==> src/rtl/regfile_sb.sv <==
// Integer register file with two combinational read ports, writeback bypass,
// and a per-register pending scoreboard that raises a decode stall on RAW hazards.
module regfile_sb #(
    parameter int XLEN          = 32,
    parameter int REG_IDX_WIDTH = 5
) (
    input  logic                     clk,
    input  logic                     rst,
    input  logic [REG_IDX_WIDTH-1:0] rs1_idx,
    input  logic                     rs1_en,
    output logic [XLEN-1:0]          rs1_rdata,
    input  logic [REG_IDX_WIDTH-1:0] rs2_idx,
    input  logic                     rs2_en,
    output logic [XLEN-1:0]          rs2_rdata,
    input  logic                     iss_valid,
    input  logic [REG_IDX_WIDTH-1:0] iss_rd_idx,
    input  logic                     iss_rd_en,
    input  logic                     wb_en,
    input  logic [REG_IDX_WIDTH-1:0] wb_idx,
    input  logic [XLEN-1:0]          wb_data,
    input  logic                     flush,
    output logic                     hazard,
    output logic [31:0]              pending
);
    localparam int NREGS = 1 << REG_IDX_WIDTH;

    logic [XLEN-1:0]  regs_q [NREGS];
    logic [XLEN-1:0]  regs_d [NREGS];
    logic [NREGS-1:0] pending_q;
    logic [NREGS-1:0] pending_d;
    logic             rs1_busy;
    logic             rs2_busy;
    logic             iss_take;

    // A live writeback to the same index forwards its data, so it never counts as busy.
    function automatic logic [XLEN-1:0] port_data(input logic en,
                                                  input logic [REG_IDX_WIDTH-1:0] idx,
                                                  input logic [XLEN-1:0] stored);
        if (!en || idx == '0)
            return '0;
        else if (wb_en && wb_idx == idx)
            return wb_data;
        else
            return stored;
    endfunction

    function automatic logic port_busy(input logic en,
                                       input logic [REG_IDX_WIDTH-1:0] idx,
                                       input logic busy);
        return en && (idx != '0) && busy && !(wb_en && wb_idx == idx);
    endfunction

    assign rs1_rdata = port_data(rs1_en, rs1_idx, regs_q[rs1_idx]);
    assign rs2_rdata = port_data(rs2_en, rs2_idx, regs_q[rs2_idx]);
    assign rs1_busy  = port_busy(rs1_en, rs1_idx, pending_q[rs1_idx]);
    assign rs2_busy  = port_busy(rs2_en, rs2_idx, pending_q[rs2_idx]);
    assign hazard    = rs1_busy | rs2_busy;
    assign pending   = 32'(pending_q);

    // Issue handshake: iss_valid is accepted only in a cycle with hazard=0; while
    // hazard=1 decode holds the instruction and nothing is recorded for it.
    assign iss_take = iss_valid && iss_rd_en && (iss_rd_idx != '0) && !hazard;

    always_comb begin
        regs_d = regs_q;
        if (wb_en && wb_idx != '0)
            regs_d[wb_idx] = wb_data;
        regs_d[0] = '0;
    end

    // Set beats clear (newer producer wins); flush beats both.
    always_comb begin
        pending_d = pending_q;
        if (wb_en)
            pending_d[wb_idx] = 1'b0;
        if (iss_take)
            pending_d[iss_rd_idx] = 1'b1;
        if (flush)
            pending_d = '0;
        pending_d[0] = 1'b0;
    end

    always_ff @(posedge clk) begin
        if (rst) begin
            regs_q    <= '{default: '0};
            pending_q <= '0;
        end else begin
            regs_q    <= regs_d;
            pending_q <= pending_d;
        end
    end
endmodule
==> config.mk <==
export PLATFORM = sky130hd
export DESIGN_NAME = regfile_sb
export DESIGN_NICKNAME = d
export VERILOG_FILES = /design/src/rtl/regfile_sb.sv
export SDC_FILE = /design/constraint.sdc
export NUM_CORES = 2
export LEC_CHECK = 0
export CAP_MARGIN = 20
export CORE_MARGIN = 1.5
export CORE_UTILIZATION = 35
export CTS_CLUSTER_DIAMETER = 80
export DETAILED_ROUTE_END_ITERATION = 10
export SYNTH_ARGS = -nofsm -noshare
export SYNTH_HDL_FRONTEND = slang
export SYNTH_SLANG_ARGS = --single-unit
==> constraint.sdc <==
create_clock -name clk -period 3.9 [get_ports clk]
set_input_delay 0.78 -clock clk [delete_from_list [all_inputs] [get_ports clk]]
set_output_delay 0.78 -clock clk [all_outputs]
set_load 0.02 [all_outputs]
Yosys cells after proc, flatten, opt, wreduce, memory -nomap -nowiden. Index checks and enable logic that the tools add are counted.

Bits in registers: 1024. Input bits: 60. Output and inout bits: 97. Word-level logic and storage cells: 104.

$lt $le $gt $ge: 10. Equal/unequal tests: 2. Muxes and demuxes: 23. Bitwise operators: 7. Reduce and logical (&&, ||, !) cells: 29.

Operator list (count): $bwmux 1024 (1); $mux 32 (11); $bmux 32 s5 (2); $demux 32 s5 (1); $and 32x32->32 (1); $not 32->32 (1); $or 32x32->32 (1); $lt 5x6->1 const B (4); $reduce_bool 5->1 (4); $ge 6x6->1 const B (3); $not 5->6 (3); $logic_and 1x1->1 (15); $bmux 1 s5 (2); $demux 1 s5 (2); $eq 5x5->1 (2); $ge 5x1->1 const B (2); $logic_not 5->1 (2); $lt 6x1->1 const B (1); $logic_not 1->1 (5); $mux 1 (4); $logic_or 1x1->1 (2); $reduce_or 2->1 (1); $or 1x1->1 (1).

Logic depth before layout (Yosys ltp).
Depth after elaboration: 9. Gate-level depth with buffers: 11. Gate-level depth less buffers: 6.

Worst setup path before layout. Ideal clock, no wire load.

Kind: input to output. From: input rs1_idx[1]. To: output rs1_rdata[0]. Data arrival time: 2.877 ns. Required time: 3.120 ns. Setup slack: 0.243 ns. Stages on the path: 8. Path buffers: 4. Cell sequence: buf_2 > buf_2 > buf_2 > buf_1 > mux4_2 > mux4_2 > mux2i_1 > o21ai_0.

Cells in the longest elaborated chain, start to end: 6. Elaborated cells between the ends (all ways): 10. Classes of those cells: eq/ne: 1; mux: 5; bitwise: 1; reduce/logical: 3.

Ends and longest elaborated chain: start: declaration (line 9) `input logic [REG_IDX_WIDTH-1:0] rs1_idx,`; $not 5->6 (implied by the code) (line 53) `assign rs1_rdata = port_data(rs1_en, rs1_idx, regs_q[rs1_idx]);`; $bmux 32 s5 (line 53); $mux 32 (implied by the code) (2 in series) (line 53); $mux 32 (line 41) `else if (wb_en && wb_idx == idx)`; $mux 32 * (line 39) `if (!en || idx == '0)`; end: declaration (line 11) `output logic [XLEN-1:0] rs1_rdata,`.

Mark *: on every way between the ends. The rest lies on a longest branch, timed or not. The select of a mux whose other input is x is not followed.

Worst setup path after layout.
From: input rs1_idx[0]. To: output rs1_rdata[22].

Same word-level chain as after synthesis.

==> flow_summary.rst <==
.. list-table::
   :header-rows: 1

   * - Metric
     - Value
   * - Largest stage delay on the critical path
     - 0.50 ns
   * - Family of cells with the greatest summed delay on the critical path
     - multiplexers
   * - FF+latch count, synth
     - 1023
   * - Worst EP arrival
     - 3.11 ns
   * - Post-synth cell types
     - 52
   * - DR DRC count
     - 0
   * - I/O pin count
     - 157
   * - Core Area
     - 150000 µm²
   * - Critical Path, Cell by Cell
     - buf_16 -> buf_6 -> bufbuf_16 -> mux4_2 -> mux4_2 -> mux2i_1 -> buf_4 -> o21ai_0 -> buf_2
   * - Final critical-path required period
     - 3.89 ns
   * - Unrepaired setup endpoints after global routing
     - yes
   * - Classification of the worst-slack hold path
     - reg -> reg
   * - Worst-case headroom to the max-slew limit
     - 20.7%
   * - Final instance count without filler cells
     - 8113
   * - Combinational family with the most area after synthesis
     - multiplexers
   * - Total congestion overflow
     - 0
   * - Clock tree skew after final layout
     - 0.00561 ns
   * - Dominant cell type by count on the critical path
     - sky130_fd_sc_hd__mux4_2
   * - Via count of the first global-routing pass
     - 46400
   * - Power per unit of standard cell area
     - 372 nW/µm²
   * - Peak ir drop on the vdd network
     - 0.000471 V
   * - Number of buffers inserted for hold repair after clock tree synthesis
     - 0
   * - Fraction of layout instances using a drive strength above 1
     - 23.7%
   * - Basic-gate share of the synthesized area counting and, or, nand and nor cells
     - 16.2%
   * - Number of placed instances, taps included
     - 7855
   * - Endpoints failing setup
     - 0
   * - Maximum number of pins on one net before global-route repair
     - 201
   * - Reg2reg setup slack
     - 1.66 ns
   * - Outcome
     - complete, no violations
   * - Max-capacitance violation count
     - 0
   * - Critical path startpoint category
     - primary input
   * - Multiplexer fraction of the synthesized cell area
     - 26.9%
   * - Fraction of the cycle the final worst path needs
     - 99.8%
   * - Pins Over Slew Limit
     - 0
   * - GRT Resource Usage Total
     - 28.8%
   * - Max Fanout on Critical Path
     - 9
   * - Total Routed Length
     - 225000 µm
   * - Rows
     - 142
   * - Synthesized-area fraction occupied by xor and xnor cells
     - 0.166%
   * - Clock tree root buffer cell
     - sky130_fd_sc_hd__clkbuf_16
   * - Peak clock frequency supported by timing
     - 257 MHz
   * - Top cells by area in the synthesized netlist
     - sky130_fd_sc_hd__dfxtp_1, sky130_fd_sc_hd__mux4_2, sky130_fd_sc_hd__nand2_1, sky130_fd_sc_hd__a21oi_1, sky130_fd_sc_hd__clkbuf_1
   * - Data required time at the worst endpoint
     - 3.12 ns
   * - Fillers
     - 14400
   * - Via Count
     - 49000
   * - Combined area of all synthesized cells
     - 52700 µm²
   * - Most frequent cell after synthesis
     - sky130_fd_sc_hd__nand2_1
   * - Count of buffers from port buffering
     - 155
   * - Fraction of synthesis flops using an asynchronous set or reset pin
     - 0%
   * - Yosys warns
     - 0
   * - Top-area cell type share of the netlist area
     - 38.8%
   * - DR WL/cell
     - 27.8 µm
   * - Slew @ Worst Pin
     - 1.19 ns
   * - Standby leakage power
     - 0.0212 µW
   * - Setup CP Type
     - in -> out
   * - EDFF count, synth
     - 0
   * - Clock tree from TritonCTS
     - yes
   * - Cells after synthesis
     - 5870
   * - Die ar.
     - 153000 µm²
   * - Number of nets in the synthesized netlist
     - 5930
   * - Area grow syn2layout
     - 20.7%
   * - Average vias per placed instance
     - 6.04
   * - Top cell type by total area after synthesis
     - sky130_fd_sc_hd__dfxtp_1
   * - Fraction of the yosys area taken by sequential cells
     - 38.8%
   * - Gp weighted congestion
     - 0.904
   * - Maximum clock path buffer count
     - 3
   * - Height of the chip
     - 391 µm
   * - Critical path buffer and inverter count
     - 5
   * - Initial DRC count
     - 7180
   * - Capturing element type of the critical path
     - output pin
   * - Area fraction in compound gates after synthesis
     - 12.8%
   * - Clock tree sinks
     - 1023
   * - HPWL after detailed placement
     - 140000 µm
   * - Cell types with the highest counts after synthesis
     - sky130_fd_sc_hd__nand2_1, sky130_fd_sc_hd__a21oi_1, sky130_fd_sc_hd__dfxtp_1
   * - Clock transition at the registers of the reported paths
     - 0.06 ns
   * - Total number of nets in the final design
     - 6062
   * - Number of nets still failing antenna checks after routing
     - 0
   * - Avg Synthesized Cell Area
     - 8.98 µm²
   * - Antenna violations before repair
     - 12
   * - Clk_lat worst skew
     - 0.74 ns
   * - Global-route wire length before repair
     - 323000 µm
   * - Pre-antenna DRT Iters
     - 6
   * - H-tree depth
     - 3
   * - Slowest stage cell, crit path
     - sky130_fd_sc_hd__mux4_2
   * - Share of the core filled with cells in the final layout
     - 42.5%
   * - Final Hold Vio Count
     - 0
   * - Adder-cell share of the synthesized area
     - 0%
   * - Number of buffers inserted during clock tree synthesis
     - 112
   * - Die span in x
     - 391 µm
   * - Initial Utilization
     - 35.2%
   * - Top FF cell, synth
     - sky130_fd_sc_hd__dfxtp_1
[power by group]
group	internal (µW)	switching [µW]
clock network	6080	4680
registers	10500	58.3
logic	902	1440
[worst register-to-register path, stage by stage (launching register included)]
cell and delay (ns):
sky130_fd_sc_hd__dfxtp_1 0.37, sky130_fd_sc_hd__mux4_1 0.50, sky130_fd_sc_hd__nor2b_1 0.12, sky130_fd_sc_hd__nor3_1 0.06, sky130_fd_sc_hd__buf_4 0.16, sky130_fd_sc_hd__a211oi_4 0.26
sky130_fd_sc_hd__o31ai_4 0.14, sky130_fd_sc_hd__buf_4 0.26, sky130_fd_sc_hd__o31ai_1 0.29
[routing by layer]
layer | vias up | global-route usage (%) | routed length (µm)
met5 | - | 0 | 50
met4 | 8 | 18.3 | 16500
met3 | 820 | 7.30 | 27800
met2 | 3377 | 43.5 | 98600
met1 | 24000 | 36.5 | 82500
li1 | 20800 | - | -
[cells in the final DEF (no fill, tap or decap), types with 5 or more instances in the layout]
cell type | netlist | final
sky130_fd_sc_hd__nand2_1 | 2095 | 2063
sky130_fd_sc_hd__a21oi_1 | 1030 | 1030
sky130_fd_sc_hd__dfxtp_1 | 1023 | 1023
sky130_fd_sc_hd__mux4_2 | 543 | 543
sky130_fd_sc_hd__buf_4 | 18 | 394
sky130_fd_sc_hd__clkbuf_16 | 0 | 114
sky130_fd_sc_hd__mux2i_1 | 111 | 99
sky130_fd_sc_hd__buf_12 | 1 | 89
sky130_fd_sc_hd__clkdlybuf4s50_1 | 0 | 79
sky130_fd_sc_hd__mux2_2 | 68 | 68
sky130_fd_sc_hd__a22o_1 | 61 | 61
sky130_fd_sc_hd__o21ai_0 | 64 | 48
sky130_fd_sc_hd__nand3_1 | 39 | 39
sky130_fd_sc_hd__dlygate4sd2_1 | 0 | 35
sky130_fd_sc_hd__nand2_2 | 0 | 32
sky130_fd_sc_hd__o31ai_1 | 31 | 30
sky130_fd_sc_hd__clkbuf_8 | 0 | 30
sky130_fd_sc_hd__nor2_4 | 0 | 28
sky130_fd_sc_hd__clkbuf_1 | 487 | 23
sky130_fd_sc_hd__clkinv_2 | 0 | 22
sky130_fd_sc_hd__o221ai_1 | 21 | 21
sky130_fd_sc_hd__buf_6 | 8 | 19
sky130_fd_sc_hd__o22ai_1 | 20 | 15
sky130_fd_sc_hd__buf_16 | 0 | 14
sky130_fd_sc_hd__buf_8 | 0 | 13
sky130_fd_sc_hd__nor2_1 | 42 | 12
sky130_fd_sc_hd__mux2i_2 | 0 | 11
sky130_fd_sc_hd__nor2b_1 | 12 | 9
sky130_fd_sc_hd__xnor2_1 | 6 | 6
sky130_fd_sc_hd__o21ai_2 | 0 | 6
sky130_fd_sc_hd__o21ai_1 | 0 | 6
sky130_fd_sc_hd__diode_2 | 0 | 5
sky130_fd_sc_hd__clkbuf_2 | 30 | 5
[through the flow]
stage / area [µm²] / total power (µW) / hold WS [ns] / TNS (ns) / worst slack, ns
after floorplan: 52700 / 12000 / 0.441 / 0 / 0.243
after global placement: 58900 / 13000 / 0.449 / -20.43 / -0.642
after detailed placement: 58900 / 13000 / 0.456 / -17.72 / -0.572
after CTS: 63300 / 23600 / 0.465 / -0.156 / -0.100
after global routing: 63600 / 24200 / 0.481 / -0.0553 / -0.0307
final: 63600 / 23700 / 0.463 / 0 / 0.00913
[what timing repair did]
action	in CTS	in global routing
setup buffers	16	26
setup endpoints to repair	65	38
gates resized for setup	149	43
gates cloned	8	1
hold endpoints to repair	0	0
pin swaps	2	3
[path summary, 6_finish.rpt]
kind | from | end | cells past startpoint
min | regs_q[51] | regs_q[51] | 2
max reg2reg | pending[2] | pending[23] | 8
min reg2reg | regs_q[51] | regs_q[51] | 2
max | rs1_idx[0] | rs1_rdata[22] | 9
[sequential cells by signal, indices dropped and copies added (netlist names)]
signal and count:
pending 31, regs_q 992
[area by class of cell]
class	count	area, µm²	share of cell area [%]
repair buffers	657	6840	10.8
diodes	5	12.5	0.0197
multi-input cells	4208	30100	47.3
flip-flops and latches	1023	20500	32.2
well taps	2016	2520	3.96
clock buffers	166	3330	5.23
clock inverters	38	339	0.533
[logic make-up (layout without fill, tap and decap cells)]
logic type | count (synthesis) | count (layout)
buf+inv | 639 | 861
mux | 725 | 725
xor+xnor | 10 | 10
flops | 1023 | 1023
other cells | 1 | 6
compound gates | 1246 | 1246
simple gates | 2226 | 2226
Note: power is estimated with default switching activity, not from simulation.
